### config.mk
export PLATFORM = sky130hd
export DESIGN_NAME = alu_seq
export DESIGN_NICKNAME = d
export VERILOG_FILES = /design/src/rtl/alu_seq.sv
export SDC_FILE = /design/constraint.sdc
export NUM_CORES = 1
export LEC_CHECK = 0
export CORE_MARGIN = 2
export CORE_UTILIZATION = 55
export CTS_CLUSTER_SIZE = 25
export DETAILED_ROUTE_END_ITERATION = 10
export PLACE_DENSITY = 0.8
export SLEW_MARGIN = 10
export SYNTH_ARGS = -nofsm -noshare
export SYNTH_HDL_FRONTEND = slang
export SYNTH_SLANG_ARGS = --single-unit
export TNS_END_PERCENT = 1
### constraint.sdc
create_clock -name clk -period 13.54 [get_ports clk]
set_input_delay 1.354 -clock clk [delete_from_list [all_inputs] [get_ports clk]]
set_output_delay 1.354 -clock clk [all_outputs]
set_load 0.05 [all_outputs]
### src/rtl/alu_seq.sv
`timescale 1ns/1ps
// Registered ALU with iterative unsigned multiply (shift-add) and divide (restoring); HI/LO results.
// Latency: single-cycle ops done one cycle after start, MULTU/DIVU WIDTH+1 edges; start is ignored while busy.
module alu_seq #(
    parameter int WIDTH = 32,
    localparam int CNT_W = $clog2(WIDTH) + 1
) (
    input  logic             clk,
    input  logic             reset,
    input  logic             start,
    input  logic [3:0]       ALUControl,
    input  logic             ALUSrc,
    input  logic [WIDTH-1:0] readData1,
    input  logic [WIDTH-1:0] readData2,
    input  logic [WIDTH-1:0] extended,
    output logic             busy,
    output logic             done,
    output logic [WIDTH-1:0] ALU_RESULT,
    output logic [WIDTH-1:0] HI,
    output logic             Zero,
    output logic             Overflow
);

    localparam logic [3:0] OP_AND   = 4'b0000;
    localparam logic [3:0] OP_OR    = 4'b0001;
    localparam logic [3:0] OP_ADD   = 4'b0010;
    localparam logic [3:0] OP_XOR   = 4'b0011;
    localparam logic [3:0] OP_NOR   = 4'b0100;
    localparam logic [3:0] OP_SUB   = 4'b0110;
    localparam logic [3:0] OP_SLT   = 4'b0111;
    localparam logic [3:0] OP_SLTU  = 4'b1000;
    localparam logic [3:0] OP_MULTU = 4'b1010;
    localparam logic [3:0] OP_DIVU  = 4'b1011;

    localparam logic [CNT_W-1:0] CNT_INIT = CNT_W'(WIDTH);

    typedef enum logic [1:0] {IDLE, MUL, DIV} state_t;

    state_t           state, state_nxt;
    logic [WIDTH-1:0] b_sel, b_r, hi_r, lo_r;
    logic [CNT_W-1:0] cnt;
    logic [WIDTH-1:0] add_res, sub_res, sc_res;
    logic             sc_ovf;
    logic [WIDTH:0]   mul_sum, div_shift, div_diff;
    logic             div_ge;
    logic [WIDTH-1:0] mul_hi_nxt, mul_lo_nxt, div_hi_nxt, div_lo_nxt;
    logic [WIDTH-1:0] iter_hi, iter_lo;
    logic             is_mul, is_div, div_zero, last_iter;

    assign b_sel     = ALUSrc ? extended : readData2;
    assign add_res   = readData1 + b_sel;
    assign sub_res   = readData1 - b_sel;
    assign is_mul    = (ALUControl == OP_MULTU);
    assign is_div    = (ALUControl == OP_DIVU);
    assign div_zero  = (b_sel == '0);
    assign last_iter = (cnt == CNT_W'(1));
    assign busy      = (state != IDLE);

    always_comb begin
        sc_res = '0;
        sc_ovf = 1'b0;
        case (ALUControl)
            OP_AND:  sc_res = readData1 & b_sel;
            OP_OR:   sc_res = readData1 | b_sel;
            OP_XOR:  sc_res = readData1 ^ b_sel;
            OP_NOR:  sc_res = ~(readData1 | b_sel);
            OP_ADD: begin
                sc_res = add_res;
                sc_ovf = (readData1[WIDTH-1] == b_sel[WIDTH-1]) &&
                         (add_res[WIDTH-1] != readData1[WIDTH-1]);
            end
            OP_SUB: begin
                sc_res = sub_res;
                sc_ovf = (readData1[WIDTH-1] != b_sel[WIDTH-1]) &&
                         (sub_res[WIDTH-1] != readData1[WIDTH-1]);
            end
            OP_SLT:  sc_res = {{(WIDTH-1){1'b0}}, ($signed(readData1) < $signed(b_sel))};
            OP_SLTU: sc_res = {{(WIDTH-1){1'b0}}, (readData1 < b_sel)};
            default: sc_res = '0;
        endcase
    end

    // hi_r/lo_r are shared: product high/low for MUL, partial remainder/dividend-quotient for DIV
    always_comb begin
        mul_sum    = {1'b0, hi_r} + (lo_r[0] ? {1'b0, b_r} : '0);
        mul_hi_nxt = mul_sum[WIDTH:1];
        mul_lo_nxt = {mul_sum[0], lo_r[WIDTH-1:1]};
        div_shift  = {hi_r, lo_r[WIDTH-1]};
        div_diff   = div_shift - {1'b0, b_r};
        div_ge     = ~div_diff[WIDTH];
        div_hi_nxt = div_ge ? div_diff[WIDTH-1:0] : div_shift[WIDTH-1:0];
        div_lo_nxt = {lo_r[WIDTH-2:0], div_ge};
        iter_hi    = (state == DIV) ? div_hi_nxt : mul_hi_nxt;
        iter_lo    = (state == DIV) ? div_lo_nxt : mul_lo_nxt;
    end

    always_comb begin
        state_nxt = state;
        case (state)
            IDLE: begin
                if (start && is_mul)
                    state_nxt = MUL;
                else if (start && is_div && !div_zero)
                    state_nxt = DIV;
            end
            MUL, DIV: begin
                if (last_iter)
                    state_nxt = IDLE;
            end
            default: state_nxt = IDLE;
        endcase
    end

    always_ff @(posedge clk or posedge reset) begin
        if (reset)
            state <= IDLE;
        else
            state <= state_nxt;
    end

    always_ff @(posedge clk or posedge reset) begin
        if (reset) begin
            done       <= 1'b0;
            ALU_RESULT <= '0;
            HI         <= '0;
            Zero       <= 1'b0;
            Overflow   <= 1'b0;
            b_r        <= '0;
            hi_r       <= '0;
            lo_r       <= '0;
            cnt        <= '0;
        end else begin
            done <= 1'b0;
            case (state)
                IDLE: begin
                    if (start) begin
                        if (is_mul || (is_div && !div_zero)) begin
                            b_r  <= b_sel;
                            lo_r <= readData1;
                            hi_r <= '0;
                            cnt  <= CNT_INIT;
                        end else if (is_div) begin
                            ALU_RESULT <= '1;
                            HI         <= readData1;
                            Zero       <= 1'b0;
                            Overflow   <= 1'b0;
                            done       <= 1'b1;
                        end else begin
                            ALU_RESULT <= sc_res;
                            HI         <= '0;
                            Zero       <= (sc_res == '0);
                            Overflow   <= sc_ovf;
                            done       <= 1'b1;
                        end
                    end
                end
                default: begin
                    cnt  <= cnt - CNT_W'(1);
                    hi_r <= iter_hi;
                    lo_r <= iter_lo;
                    if (last_iter) begin
                        ALU_RESULT <= iter_lo;
                        HI         <= iter_hi;
                        Zero       <= (iter_lo == '0);
                        Overflow   <= 1'b0;
                        done       <= 1'b1;
                    end
                end
            endcase
        end
    end

endmodule

==> metrics.md, run 1 <==
| Metric | Value |
|---|---|
| Rows | 66 |
| Rel. slew slack | 0.183 |
| Syn. warnings | 0 |
| Worst EP arrival | ~6.7 ns |
| CTS Root Cell | clkbuf_16 |
| Top_reg_cell synth | dfrtp_1 |
| Clock buffer count from CTS | 17 |
| Fmax achieved | around 160 MHz |
| Clk slew on worst S/H paths | around 0.09 ns |
| TritonCTS clock tree | done |
| Setup TNS | 0 ns |
| Seq/Total Area, Yosys | 0.238 |
| Slowest cell on crit path | mux2i_1 |
| Most frequent cell after synthesis | nand2_1 |
| CTS max path bufs | 2 |
| Synth area leaders | dfrtp_1 24%, ha_1 12%, nand2_1 5.6%, a21oi_1 5.5%, o21ai_0 4.2% |
| First-pass detailed-route iteration total | 6 |
| Vias per cell | between 6 and 7 |
| Dominant cell type by area after synthesis | dfrtp_1 |
| RSZ-0062 raised after global routing | false |
| Crit path max fanout | 34 |
| Post-DP HPWL | 55.0 mm |
| Final wirelength | just over 70 mm |
| Clock Latency Late Sink | 0.47 ns |
| EDFF count, synth | 0 |
| Width of the die | approximately 180 um |
| Outcome | finished clean |
| First-pass GRT wire length | about 110 mm |
| Routability cong. | between 1 and 1.5 |
| Hold Vio Cnt, Final | 0 |
| Final Max Slew Viols | 0 |
| Top Ports | approximately 170 |
| Syn_nets | between 2000 and 3000 |
| CORE AREA | around 32000 um^2 |
| P_leak | 0.00937 uW |
| Post-CTS Hold Buffers | 0 |
| Nets@finish | between 2000 and 3000 |
| Crit path cell chain | buf_2 > buf_4 > mux2i_1 > ha_1 > or4_4 > or3_4 > nor4_4 > o211ai_2 > a21oi_2 > o21ai_1 > a21oi_1 > nand4_1 > nor4_2 > nand4_1 > o31ai_2 |
| Count of different cell masters after synthesis | 94 |
| WL per Instance | between 20 and 30 um |
| PortBufs | approximately 170 |
| Number of diodes | 0 |
| Cell family with most CP delay | simple AND/OR/NAND/NOR gates |
| Max cap viols | 0 |
| Crit path top cell by count | nand4_1 |
| Power Density | approximately 240 nW/um^2 |
| Commonest cells post-synth | 266 x nand2_1, 197 x a21oi_1, 188 x nor2_1, 171 x dfrtp_1, 167 x ha_1 |
| Final min period | 6.29 ns |
| Cells after Synth | 2349 |
| Worst Tran Pin Value | about 1.2 ns |
| Largest stage delay on the critical path | 0.86 ns |
| Async S/R FF share, synth | 1.00 |
| Die Y | about 180 um |
| Initial Utilization | 0.554 |
| Area Overhead vs Synth | 14.5% |
| Seq cells post-synth | 171 |
| Hold Slack | between 0.4 and 0.5 ns |
| Kind of critical path | in -> reg |
| CP Capture Type | flip-flop |
| Post-route core utilization | 0.635 |
| Clk sinks | ~170 |
| Detail Route Antenna Nets | 0 |
| Peak supply drop | about 0.24 mV |
| Post CTS Setup Buffer Count | 0 |
| Global router's overall resource usage | 0.420 |
| Critical Path Source Type | primary input |
| Synth top area share | 0.238 |
| Initial detailed-routing violation count | between 2000 and 2500 |
| Vias in the first global route | about 18000 |
| Tcrit/Tclk final | 0.465 |
| Htree depth | 4 |
| Layout cells sized above 1 | 0.0535 |
| # DRC | 0 |
| Remaining Overflow, GRT | 0 |
| Synth Area per Inst | roughly 7.6 um^2 |
| Final setup fails | 0 |
| Post-CTS Resized | 0 |
| Req. time, crit path | between 10 and 15 ns |
| Number of antenna violations at the first check in global routing | 2 |
| Synthesized cell area | 17900 um^2 |
| WP buf/inv | 2 |
| Clock Skews | ~0.024 ns |
| Die Area | 34100 um^2 |
| Via count | 19500 |
| Hold Crit Class | reg -> reg |
| Pin count of the biggest net entering global routing | 92 |
cells in the final DEF (no fill, tap or decap), types with 13 or more instances in the layout:
cell type | netlist | routed
nand2_1 | 266 | 264
a21oi_1 | 197 | 196
nor2_1 | 188 | 185
dfrtp_1 | 171 | 171
clkdlybuf4s50_1 | 0 | 170
ha_1 | 167 | 165
inv_1 | 151 | 150
o21ai_0 | 149 | 149
a21o_1 | 81 | 81
a211oi_1 | 75 | 75
mux2i_1 | 70 | 70
a31oi_1 | 61 | 61
and2_1 | 59 | 59
nand3_1 | 52 | 52
nor4_1 | 35 | 34
nor3_1 | 34 | 34
xnor2_1 | 34 | 34
o211ai_1 | 28 | 28
buf_4 | 3 | 28
nand4_1 | 22 | 22
nand2b_1 | 22 | 22
o21a_1 | 21 | 21
nor2b_1 | 21 | 21
o31ai_1 | 21 | 21
xor2_1 | 19 | 19
o21bai_1 | 19 | 18
clkbuf_16 | 0 | 17
mux2_2 | 14 | 14
o221ai_1 | 13 | 13
worst paths after layout:
check                           depth (start not counted)  slack (ns)                    endpoint                       start
worst max-delay path                                   15        7.25            Zero$_DFFE_PP0P_                      ALUSrc
worst min-delay path                                    1        0.49  ALU_RESULT[28]$_DFFE_PP0P_  ALU_RESULT[28]$_DFFE_PP0P_
worst max register to register                         17        8.62          HI[21]$_DFFE_PP0P_        lo_r[31]$_DFFE_PP0P_
worst min register to register                          1        0.49  ALU_RESULT[28]$_DFFE_PP0P_  ALU_RESULT[28]$_DFFE_PP0P_
max in group asynchronous                               3       10.44          HI[26]$_DFFE_PP0P_                       reset
min in group asynchronous                               2        1.49          b_r[4]$_DFFE_PP0P_                       reset
flip-flops by register name, summed over array words and instances (netlist names), 2 cells and up:
name / count
ALU_RESULT: 32
HI: 32
b_r: 32
cnt: 6
hi_r: 32
lo_r: 32
state: 2
where the power goes:
part / switching (uW) / leakage (uW) / total, uW / internal [uW]
clock: 266 / 0.000295 / 517 / 250
sequential: 254 / 0.00209 / 1010 / 758
combinational: 2110 / 0.00699 / 3350 / 1240
total: 2630 / 0.00937 / 4880 / 2250
routing by layer:
layer | track usage | part of all wire
met5 | 0 | 0
met4 | 0.195 | 0.049
met3 | 0.0960 | 0.12
met2 | 0.640 | 0.43
met1 | 0.564 | 0.40
area by class of cell:
type | count | area, um^2
sequential | 171 | 4280
timing repair buffer | 199 | 1920
tap | 442 | 553
fill | 2909 | 11800
clock inverter | 15 | 173
clock buffer | 17 | 425
multi-input combinational | 1893 | 12600
inverter | 153 | 579
kinds of logic (layout without fill, tap and decap cells):
| kind of cell | count (synthesis) | in the layout | share of synthesized area |
|---|---|---|---|
| AND/OR/NAND/NOR | 773 | 773 | 0.207 |
| adder cells (fa/ha/maj) | 171 | 171 | 0.121 |
| flip-flops | 171 | 171 | 0.238 |
| XOR/XNOR | 53 | 53 | 0.0259 |
| multiplexers | 85 | 85 | 0.0491 |
| AO/OA/AOI/OAI | 811 | 811 | 0.297 |
| buffers and inverters | 285 | 384 | 0.0622 |
stage by stage:
step	instance area (um^2)	instances	total power [uW]	setup WS, ns
after floorplan	17900	2349	3310	7.55
after global placement	20000	2858	4190	6.87
after detailed placement	20000	2858	4260	6.87
after CTS	20600	2890	4800	7.34
after global routing	20600	2890	5180	7.15
final	20600	2890	4880	7.25
No activity file was read; power rests on OpenSTA's default activity.
==> run 2, diff against run 1 <==
- clock period: 13.54 -> 6.3 ns (I/O delays scaled with it)
==> run 2 against run 1 <==
  * Register-to-register slack worse by 7.2 ns
  * Wire length up 2.1%
  * Clock-buffer cell count unchanged
  * Critical path depth decreased by 1
  * First-iteration DRC count is 7.7% lower
  * Flip-flop and latch count stayed put
  * Clock skew fell by 0.0081 ns
  * Power grew 120%
  * Sequential share of layout area decreased by 0.13 points
  * Combinational power grew 120%
  * Largest cell class unchanged
  * Highest routed layer is now met5
==> metrics.md, run 2 (same netlist as run 1, synthesis figures left out) <==
| Metric | Value |
|---|---|
| Die Area | 34100 um^2 (unchanged) |
| Peak supply drop | 0.693 mV (+190%) |
| Setup TNS | 0 ns (unchanged) |
| First-pass GRT wire length | 111 mm (+2.9%) |
| Vias per cell | 6.77 (+0.29%) |
| RSZ-0062 raised after global routing | false |
| Worst reg-to-reg path cell count | 17 (unchanged) |
| Post-DP HPWL | 57.0 mm (+3.5%) |
| Final wirelength | 74.1 mm (+2.1%) |
| Nets@finish | 2724 (+0.52%) |
| Final setup fails | 0 (unchanged) |
| Worst EP arrival | 5.60 ns (-1.08 ns) |
| Final Max Slew Viols | 0 (unchanged) |
| Detail Route Antenna Nets | 0 (unchanged) |
| Top Ports | 172 (unchanged) |
| Worst Tran Pin Value | 1.17 ns (-0.0207 ns) |
| Clock Skews | 0.0163 ns (-0.00813 ns) |
| PortBufs | 171 (unchanged) |
| Routed wl met2 | 31.3 mm (+0.83%) |
| Fmax achieved | approximately 190 MHz |
| Clk slew on worst S/H paths | 0.08 ns (about the same) |
| Hold Vio Cnt, Final | 0 (unchanged) |
| Reg2reg end | HI[21]$_DFFE_PP0P_ |
| CORE AREA | 32400 um^2 (unchanged) |
| Clock buffer count from CTS | 17 (unchanged) |
| TritonCTS clock tree | done |
| First-pass detailed-route iteration total | 6 (unchanged) |
| Clk sinks | 171 (unchanged) |
| Hold Slack | 0.424 ns (-0.0620 ns) |
| FF-to-FF setup slack | 1.38 ns (-7.24 ns) |
| Cell family with most CP delay | compound AO/OA/AOI/OAI gates |
| Most common cell after layout, fill and taps aside | nand2_1 |
| Top sig layer | met5 |
| Initial Utilization | 0.554 (unchanged) |
| Kind of critical path | in -> reg |
| Wl on met1 | 30.2 mm (+2.8%) |
| CTS max path bufs | 2 (unchanged) |
| Crit path max fanout | 20 (-41%) |
| RR Startpoint | lo_r[31]$_DFFE_PP0P_ |
| Met3 Wirelength | 8.32 mm (-3.5%) |
| Post-CTS Hold Buffers | 0 (unchanged) |
| Width of the die | 185 um (unchanged) |
| Slowest cell on crit path | mux2i_1 |
| CTS Root Cell | clkbuf_16 |
| Rows | 66 (unchanged) |
| Remaining Overflow, GRT | 0 (unchanged) |
| Req. time, crit path | 6.68 ns (-7.24 ns) |
| Power Density | 509 nW/um^2 (+110%) |
| Post-CTS Resized | 0 (unchanged) |
| Clock Latency Late Sink | 0.47 ns (about the same) |
| Rel. slew slack | 0.197 (+0.0142) |
| WL per Instance | 25.5 um (+1.6%) |
| Initial detailed-routing violation count | 2236 (-7.7%) |
| Global router's overall resource usage | 0.434 (+0.0137) |
| Max cap viols | 0 (unchanged) |
| Crit path cell chain | buf_2 > mux2i_1 > ha_1 > nor3_1 > nand2_1 > o21ai_0 > a211oi_2 > a22oi_1 > a31o_2 > mux2i_1 > o211ai_1 > a221oi_1 > nand4_1 > o31ai_2 |
| Outcome | finished clean |
| Area Overhead vs Synth | 15.2% |
| Hold Crit Class | in -> async |
| Most frequent cells in the layout | 264 x nand2_1, 196 x a21oi_1, 185 x nor2_1 |
| Number of antenna violations at the first check in global routing | 4 (+2) |
| Layout cells sized above 1 | 0.0589 (+0.00538) |
| Via count | 19700 (+0.84%) |
| Tcrit/Tclk final | 0.828 |
| Critical Path Source Type | primary input |
| Post CTS Setup Buffer Count | 0 (unchanged) |
| Die Y | 185 um (unchanged) |
| P_leak | 0.00944 uW (+0.73%) |
| # DRC | 0 (unchanged) |
| WP buf/inv | 1 (-1) |
| Largest stage delay on the critical path | 0.62 ns (-0.24 ns) |
| Crit path top cell by count | mux2i_1 |
| Pin count of the biggest net entering global routing | 166 (+80%) |
| Vias in the first global route | 18700 (+3.8%) |
| CP Capture Type | flip-flop |
| Htree depth | 4 (unchanged) |
| Final min period | 5.21 ns |
| Routability cong. | 1.07 (+2.1%) |
## run 2: layout make-up
| cell class | instances | area (um^2) |
|---|---|---|
| well taps | 442 | 553 |
| clock inverters | 15 | 176 |
| diodes | 2 | 5.00 |
| inverters | 153 | 579 |
| repair buffers | 213 | 2030 |
| flip-flops and latches | 171 | 4280 |
| clock buffers | 17 | 425 |
| fillers | 2859 | 11700 |
| multi-input cells | 1893 | 12600 |
## run 2: report_power, final
group	leakage [uW]	total (uW)	switching, uW	internal (uW)
sequential	0.00209	2190	563	1630
clock	0.000293	1100	566	536
combinational	0.00706	7240	4560	2690
total	0.00944	10500	5680	4850
## run 2: per-layer routing
metal	track usage	vias to the layer above
met5	0	-
met4	0.234	2
met3	0.0943	264
met2	0.642	1256
met1	0.589	9399
li1	-	8759
## run 2: how the worst max path moves through the flow
stage	startpoint	to	slack, ns	cells after the start
CTS	ALUSrc	Zero$_DFFE_PP0P_	1.28	14
finish	ALUSrc	Zero$_DFFE_PP0P_	1.09	14
global placement	ALUSrc	Overflow$_DFFE_PP0P_	0.82	14
detailed placement	ALUSrc	Zero$_DFFE_PP0P_	0.81	14
floorplan	reset	ALU_RESULT[0]$_DFFE_PP0P_	1.04	1
global route	ALUSrc	Zero$_DFFE_PP0P_	0.85	15
## run 2: per-stage QoR
step / cells / power [uW] / area (um^2) / utilization / worst slack, ns
after CTS: 2904 / 10300 / 20700 / 0.639 / 1.28
after global placement: 2872 / 9000 / 20100 / 0.620 / 0.822
after floorplan: 2349 / 7120 / 17900 / - / 1.04
final: 2906 / 10500 / 20700 / 0.639 / 1.09
after global routing: 2904 / 11200 / 20700 / 0.639 / 0.847
after detailed placement: 2872 / 9180 / 20100 / 0.620 / 0.811
